--- config.mk ---
export PLATFORM = sky130hd
export DESIGN_NAME = fsk4_mod_tx
export DESIGN_NICKNAME = d
export VERILOG_FILES = /design/src/rtl/fsk4_mod_tx.sv
export SDC_FILE = /design/constraint.sdc
export NUM_CORES = 1
export LEC_CHECK = 0
export ABC_AREA = 1
export CAP_MARGIN = 25
export CORE_UTILIZATION = 35
export CTS_CLUSTER_DIAMETER = 150
export DETAILED_ROUTE_END_ITERATION = 10
export PLACE_DENSITY = 0.54
export SYNTH_ARGS = -nofsm -noshare
export SYNTH_HDL_FRONTEND = slang
export SYNTH_SLANG_ARGS = --single-unit
--- constraint.sdc ---
create_clock -name clk -period 2 [get_ports clk]
set_input_delay 0.6 -clock clk [delete_from_list [all_inputs] [get_ports clk]]
set_output_delay 0.6 -clock clk [all_outputs]
set_load 0.01 [all_outputs]
--- src/rtl/fsk4_mod_tx.sv ---
// fsk4_mod_tx -- 4-level FSK baseband symbol mapper and sample generator.
//
// A frame consists of PRE_LEN preamble symbols (+3, -3, ...), then the source
// dibits (Gray-mapped onto +/-LVL and +/-3*LVL), then one zero-level tail
// symbol. Each symbol lasts 2**SPS_LOG2 samples. The datapath advances only
// on cycles where the sample-rate strobe ce is high.
//
// Optional feature macro: FSK4_TX_RAMP_EN
//   defined   -> each symbol ramps linearly from the previous level to its
//                own level, landing exactly on the target at its last sample
//   undefined -> NRZ hold: every sample of a symbol equals its level
//
// Ports:
//   clk        clock, rising edge
//   reset      asynchronous reset, active low
//   ce         sample-rate strobe
//   sym_valid  source offers a symbol
//   sym        dibit to transmit
//   sym_last   offered symbol ends the frame
//   sym_ready  symbol accepted when sym_valid & sym_ready (combinational)
//   x          signed 16-bit baseband sample (registered)
//   x_valid    one-cycle pulse following each ce while a frame is active
//   busy       a frame is in progress
//   underrun   one-cycle pulse when a data slot finds no symbol offered
module fsk4_mod_tx #(
  parameter int SPS_LOG2 = 2,
  parameter int LVL      = 448,
  parameter int PRE_LEN  = 8
) (
  input  logic        clk,
  input  logic        reset,
  input  logic        ce,
  input  logic        sym_valid,
  input  logic [1:0]  sym,
  input  logic        sym_last,
  output logic        sym_ready,
  output logic [15:0] x,
  output logic        x_valid,
  output logic        busy,
  output logic        underrun
);

  localparam int PW = (PRE_LEN > 1) ? $clog2(PRE_LEN) : 1;

  localparam logic [SPS_LOG2-1:0] CNT_MAX  = '1;
  localparam logic [PW-1:0]       PRE_LAST = PW'(PRE_LEN - 1);
  localparam logic signed [15:0]  L1       = 16'(LVL);
  localparam logic signed [15:0]  L3       = 16'(3 * LVL);

  typedef enum logic [1:0] {IDLE, PRE, DATA, TAIL} state_t;

  state_t               state;
  logic [SPS_LOG2-1:0]  cnt;
  logic [PW-1:0]        pre_cnt;
  logic signed [15:0]   cur;
  logic                 last_acc;   // last symbol of the frame already taken
  logic signed [15:0]   next_x;

  // Gray mapping: 00 -> -3, 01 -> -1, 11 -> +1, 10 -> +3 (times LVL).
  function automatic logic signed [15:0] level(input logic [1:0] d);
    unique case (d)
      2'b00:   level = -L3;
      2'b01:   level = -L1;
      2'b11:   level = L1;
      default: level = L3;
    endcase
  endfunction

  // A slot is the last sample of a symbol: the only point where the next
  // symbol level is chosen.
  logic slot;
  assign slot      = ce && (cnt == CNT_MAX);
  assign sym_ready = slot && ((state == PRE && pre_cnt == PRE_LAST) ||
                              (state == DATA && !last_acc));
  assign busy      = (state != IDLE);

`ifdef FSK4_TX_RAMP_EN
  logic signed [15:0] prev;
  logic signed [15:0] diff;
  logic signed [15:0] prod;
  logic signed [15:0] k1;

  // prev + (cur - prev)*(k+1)/SPS; at k = SPS-1 the fraction is exactly 1,
  // so every symbol ends precisely on its target level.
  always_comb begin
    k1     = 16'(cnt) + 16'sd1;
    diff   = cur - prev;
    prod   = diff * k1;
    next_x = prev + (prod >>> SPS_LOG2);
  end
`else
  always_comb next_x = cur;
`endif

  // NOTE: all state below uses non-blocking assignments so every register
  // samples the pre-edge values, independent of statement order.
  always_ff @(posedge clk or negedge reset) begin
    if (!reset) begin
      state    <= IDLE;
      cnt      <= '0;
      pre_cnt  <= '0;
      cur      <= '0;
`ifdef FSK4_TX_RAMP_EN
      prev     <= '0;
`endif
      last_acc <= 1'b0;
      x        <= '0;
      x_valid  <= 1'b0;
      underrun <= 1'b0;
    end else begin
      x_valid  <= 1'b0;
      underrun <= 1'b0;
      if (ce) begin
        if (state == IDLE) begin
          // Start of frame: nothing is consumed, the first preamble symbol
          // begins on the next ce.
          if (sym_valid) begin
            state    <= PRE;
            cnt      <= '0;
            pre_cnt  <= '0;
            cur      <= L3;
`ifdef FSK4_TX_RAMP_EN
            prev     <= '0;
`endif
            last_acc <= 1'b0;
          end
        end else begin
          x_valid <= 1'b1;
          x       <= next_x;
          cnt     <= cnt + 1'b1;
          if (cnt == CNT_MAX) begin
`ifdef FSK4_TX_RAMP_EN
            prev <= cur;
`endif
            unique case (state)
              PRE: begin
                if (pre_cnt == PRE_LAST) begin
                  state <= DATA;
                  if (sym_valid) begin
                    cur      <= level(sym);
                    last_acc <= sym_last;
                  end else begin
                    cur      <= '0;
                    underrun <= 1'b1;
                  end
                end else begin
                  pre_cnt <= pre_cnt + 1'b1;
                  cur     <= -cur;
                end
              end
              DATA: begin
                if (last_acc) begin
                  state <= TAIL;
                  cur   <= '0;
                end else if (sym_valid) begin
                  cur      <= level(sym);
                  last_acc <= sym_last;
                end else begin
                  cur      <= '0;
                  underrun <= 1'b1;
                end
              end
              default: begin
                // TAIL has landed on 0; the next frame ramps from 0.
                state <= IDLE;
                cur   <= '0;
              end
            endcase
          end
        end
      end
    end
  end

endmodule

### Word-level counts from Yosys, hierarchy flattened

Index checks and enable logic that the tools add are counted.

| cells by class | value |
|---|---|
| equal/unequal tests | 11 |
| bitwise operators | 1 |
| $add $sub $neg | 3 |
| multiplexer cells | 38 |
| reductions and logical operators | 18 |

Operators by type and width:

| operator | number |
|---|---|
| 2-to-1 mux 16 bit | 6 |
| one-hot mux 16 bit (3 select lines) | 1 |
| one-hot mux 16 bit (2 select lines) | 1 |
| negator 16 bit | 1 |
| 2-to-1 mux 1 bit | 15 |
| 2-to-1 mux 3 bit | 5 |
| 2-to-1 mux 2 bit | 7 |
| AND reduction 5 bit | 2 |
| equality test 2 bit (second input constant) | 3 |
| AND reduction 6 bit | 1 |
| nonzero test 2 bit | 3 |
| equality test 2 x 1 -> 1 bit (second input constant) | 2 |
| logical AND 1 bit | 4 |
| logical NOT 2 bit | 2 |
| != test 2 bit (second input constant) | 2 |
| != test 4 bit (second input constant) | 1 |
| one-hot mux 1 bit (2 select lines) | 2 |
| one-hot mux 2 bit (2 select lines) | 1 |
| AND reduction 2 bit | 2 |
| adder 3 x 1 -> 3 bit (second input constant) | 1 |
| equality test 3 bit (second input constant) | 1 |
| != test 3 x 1 -> 1 bit (second input constant) | 1 |
| != test 3 x 2 -> 1 bit (second input constant) | 1 |
| AND reduction 3 bit | 1 |
| other kinds (5) | 5 |

| word-level totals | value |
|---|---|
| bits in registers | 42 |
| output and inout bits | 20 |
| bits of input ports | 7 |
| word-level logic and storage cells | 79 |

### Depth between registers and ports, before layout

| depth | value |
|---|---|
| depth in word-level cells | 7 |
| gate-level depth with buffers | 12 |
| mapped depth without buffers | 12 |

### Worst setup path after synthesis

No wires, ideal clock.

| path | value |
|---|---|
| path type | reg-to-output |
| start point | register pre_cnt[0] |
| end point | output sym_ready |
| required time | 1400 ps |
| path slack | 315 ps |
| arrival time | 1085 ps |
| buffers on the path | 0 |
| stages on the path, launching flop included | 5 |
| cell sequence | dfrtp_1 ha_1 ha_1 a21oi_1 nor2_1 |

| on the way | value |
|---|---|
| word-level cells in the longest chain between the ends | 4 |

Ends and longest elaborated chain:

| item | RTL line | text |
|---|---|---|
| start, declared | 54 | `logic [PW-1:0] pre_cnt;` |
| start signal, assigned | 147 | `pre_cnt <= pre_cnt + 1'b1;` |
| equality test 3 bit | 73 | `assign sym_ready = slot && ((state == PRE && pre_cnt == PRE_LAST) \|\|` |
| logical AND 1 bit | 73 |  |
| logical OR 1 bit | 73 |  |
| logical AND 1 bit | 73 |  |
| end, declared | 36 | `output logic sym_ready,` |

No other way between the ends.

### Worst setup path after layout

| path | value |
|---|---|
| start point | register pre_cnt[1] |
| end point | output sym_ready |

The elaborated chain is that of the path after synthesis.

==> impl_results.md <==
- Peak fanout along the critical path: 2
- Hold/Removal Path Class: input pin to async pin
- Die ar.: 7030 µm²
- Critical path launch point type: register
- Leak pwr: 1.54 nW
- Vias post-DR: 2022
- Largest delay share family, worst path: flip-flops
- Clock transition at the registers of the reported paths: 80 ps
- Achievable clock frequency: 503 MHz
- 1st-pass router iterations: 7
- Hold buffer count at CTS: 0
- Post-synth cell types: 30
- Crit Reg-Reg Endpoint: cur[5]$_DFFE_PN0P_
- Clk buf depth: 2
- GR Overflow Total: 0
- TritonCTS buffer count: 5
- CTS tree: done
- WL per Instance: 12.1 µm
- Max incr delay on CP: 400 ps
- Critical path required time: 1400 ps
- Slew headroom: 70.2%
- Yosys top cell area share: 44.8%
- Post-Syn Area per Cell: 7.85 µm²
- # DRC: 6
- Fin worst setup slack: 11.0 ps
- CP Capture Type: primary output
- CTS sink count: 42
- Synthesized flop and latch total: 42
- Pre-CTS setup slack: -386 ps
- Most common cell after layout, fill and taps aside: nand2_1
- Share of cells above drive strength 1: 18.9%
- Slowest CP cell: dfrtp_1
- Area contributors post-synth: dfrtp_1 (45%), nand2_1 (14%), ha_1 (6.9%)
- Placed Instance Area: 2910 µm²
- Fill cells: 643
- Initial antenna violation count: 0
- Area growth syn-to-layout: 32.9%
- Post-synth net total: 319
- Slew Limit Fails: 0
- Worst EP arrival: 1390 ps
- Mean number of vias per cell: 4.64
- Core ar.: 6420 µm²
- Violated checks: design-rule violations
- VDD IR max: 0.572 mV
- Period utilization: 99.4%
- CP Depth: 5
- Die H: 83.9 µm
- Root buffer cell: clkbuf_8
- Antenna cells: 0
- Port Buffers: 26
- IO Count: 27
- Worst skew pair latency: 300 ps
- Post-synthesis sequential area ratio: 44.8%
- DRT antenna net count: 0
- # setup viols final: 0
- NumNets Final: 378
- Synth area leader: dfrtp_1
- Synth warnings: 0
- Number of global-route vias before repair: 1922
- Routed WL: 5.30 mm
- Reg2reg setup slack: 210 ps
- First-pass GRT wire length: 9.23 mm
- Synthesized cell area: 2350 µm²
- Max Cap Viol: 0
- Initial Util: 36.5%
- PwrDens: 1480 nW/µm²
- DR iter-0 viols: 132
- CP bufs+invs: 1
- Setup Skew: 8.40 ps
- Largest net degree at the start of global routing: 33
- Fin area: 3120 µm²
- Num rows: 29
- RSZ-0062 raised after global routing: yes
- H-tree Lvls: 2
- Reg-to-reg startpoint: state[1]$_DFFE_PN0P_
- Worst Setup Path Type: register to primary output
- Hold_ws: 239 ps
- Mapped Cells: 299
- Worst-path cell chain: ha_2 > ha_4 > a21oi_4 > nor2_1 > buf_2
- Worst r2r path cells: 11
- Commonest cells after routing, fill and taps aside: nand2_1 (88), dfrtp_1 (42), inv_1 (34)
- Final min period: 1990 ps
- Sequential cell area: 1050 µm²
- Routability cong.: 0.807
- DP Wirelength: 4.05 mm
- Slew @ Worst Pin: 447 ps
- Fin. Hold Viols: 0
- Die Wd: 83.9 µm
- Status: complete, but fails checks
- Global Route Usage Sum: 16.7%
- Multi-input logic area: 1180 µm²
==> routing by layer <==
layer  vias up  part of all wire, %  GRT usage [%]
met2        36                   47           26.0
li1       1067                    -              -
met3         2                  2.6           3.26
met1       917                   50           22.8
met5         -                    0              0
met4         0                 0.81           6.58
==> power by group <==
part | internal (mW) | total (mW) | switching (mW)
combinational | 1.05 | 2.38 | 1.33
clock | 0.500 | 0.814 | 0.314
sequential | 1.17 | 1.41 | 0.239
total | 2.72 | 4.60 | 1.88
==> logic make-up after synthesis <==
kind of cell,after synthesis,share of synthesized area [%]
adders and majority gates,13,6.93
and+or+nand+nor,150,27.6
buffers and inverters,44,7.73
DFF,42,44.8
xor gates and xnor gates,1,0.373
AOI/OAI and AO/OA,49,12.6
==> worst max-delay path by stage <==
stage / start / to / slack (ps)
floorplan: pre_cnt[0]$_DFFE_PN0P_ / sym_ready / 320
global placement: ce / sym_ready / -380
detailed placement: ce / sym_ready / -390
CTS: state[1]$_DFFE_PN0P_ / sym_ready / -40
global route: state[1]$_DFFE_PN0P_ / sym_ready / -60
finish: pre_cnt[1]$_DFFE_PN0P_ / sym_ready / 10
==> worst reg2reg max path, cell delays in order (launching register included) <==
cell	delay, ps
dfrtp_1	390
inv_1	100
buf_4	120
ha_1	180
inv_2	40
buf_4	150
o21ai_4	160
nor2_4	60
buf_4	170
o31ai_4	60
xor2_1	170
nor2_1	50
==> sequential cells by signal, summed over array words and instances, names as in the netlist <==
signal	cells
last_acc	1
cur	16
state	2
underrun	1
x_valid	1
x	16
cnt	2
pre_cnt	3
==> synthesized netlist by cell type, drive strengths merged <==
cell	instances
a21oi	10
a22o	1
a22oi	1
buf	3
clkbuf	2
dfrtp	42
ha	13
inv	39
nand2	90
nand3	22
nand4	1
nor2	31
nor3	4
nor3b	1
nor4	1
o21a	2
o21ai	34
o31ai	1
xor2	1
==> what timing repair did <==
item	CTS	global route
pin swaps	1	3
endpoints found under the setup margin	2	8
gates resized for setup	11	13
buffers inserted	2	0
==> through the flow <==
stage	instances	utilization, %	power [mW]	setup TNS [ps]
final	436	48.5	4.60	0
after global routing	436	48.5	5.05	-58.3
after CTS	436	47.7	4.58	-35.3
after detailed placement	426	45.2	3.71	-1950
after global placement	426	45.2	3.68	-1730
after floorplan	299	-	2.79	0
==> cell type report <==
| cell class | instances | area share [%] |
|---|---|---|
| inverter | 39 | 4.78 |
| sequential | 42 | 33.7 |
| multi-input combinational | 213 | 37.8 |
| tap | 77 | 3.09 |
| clock inverter | 3 | 2.21 |
| timing repair buffer | 57 | 16.3 |
| clock buffer | 5 | 2.21 |
No activity file was read; power rests on OpenSTA's default activity.
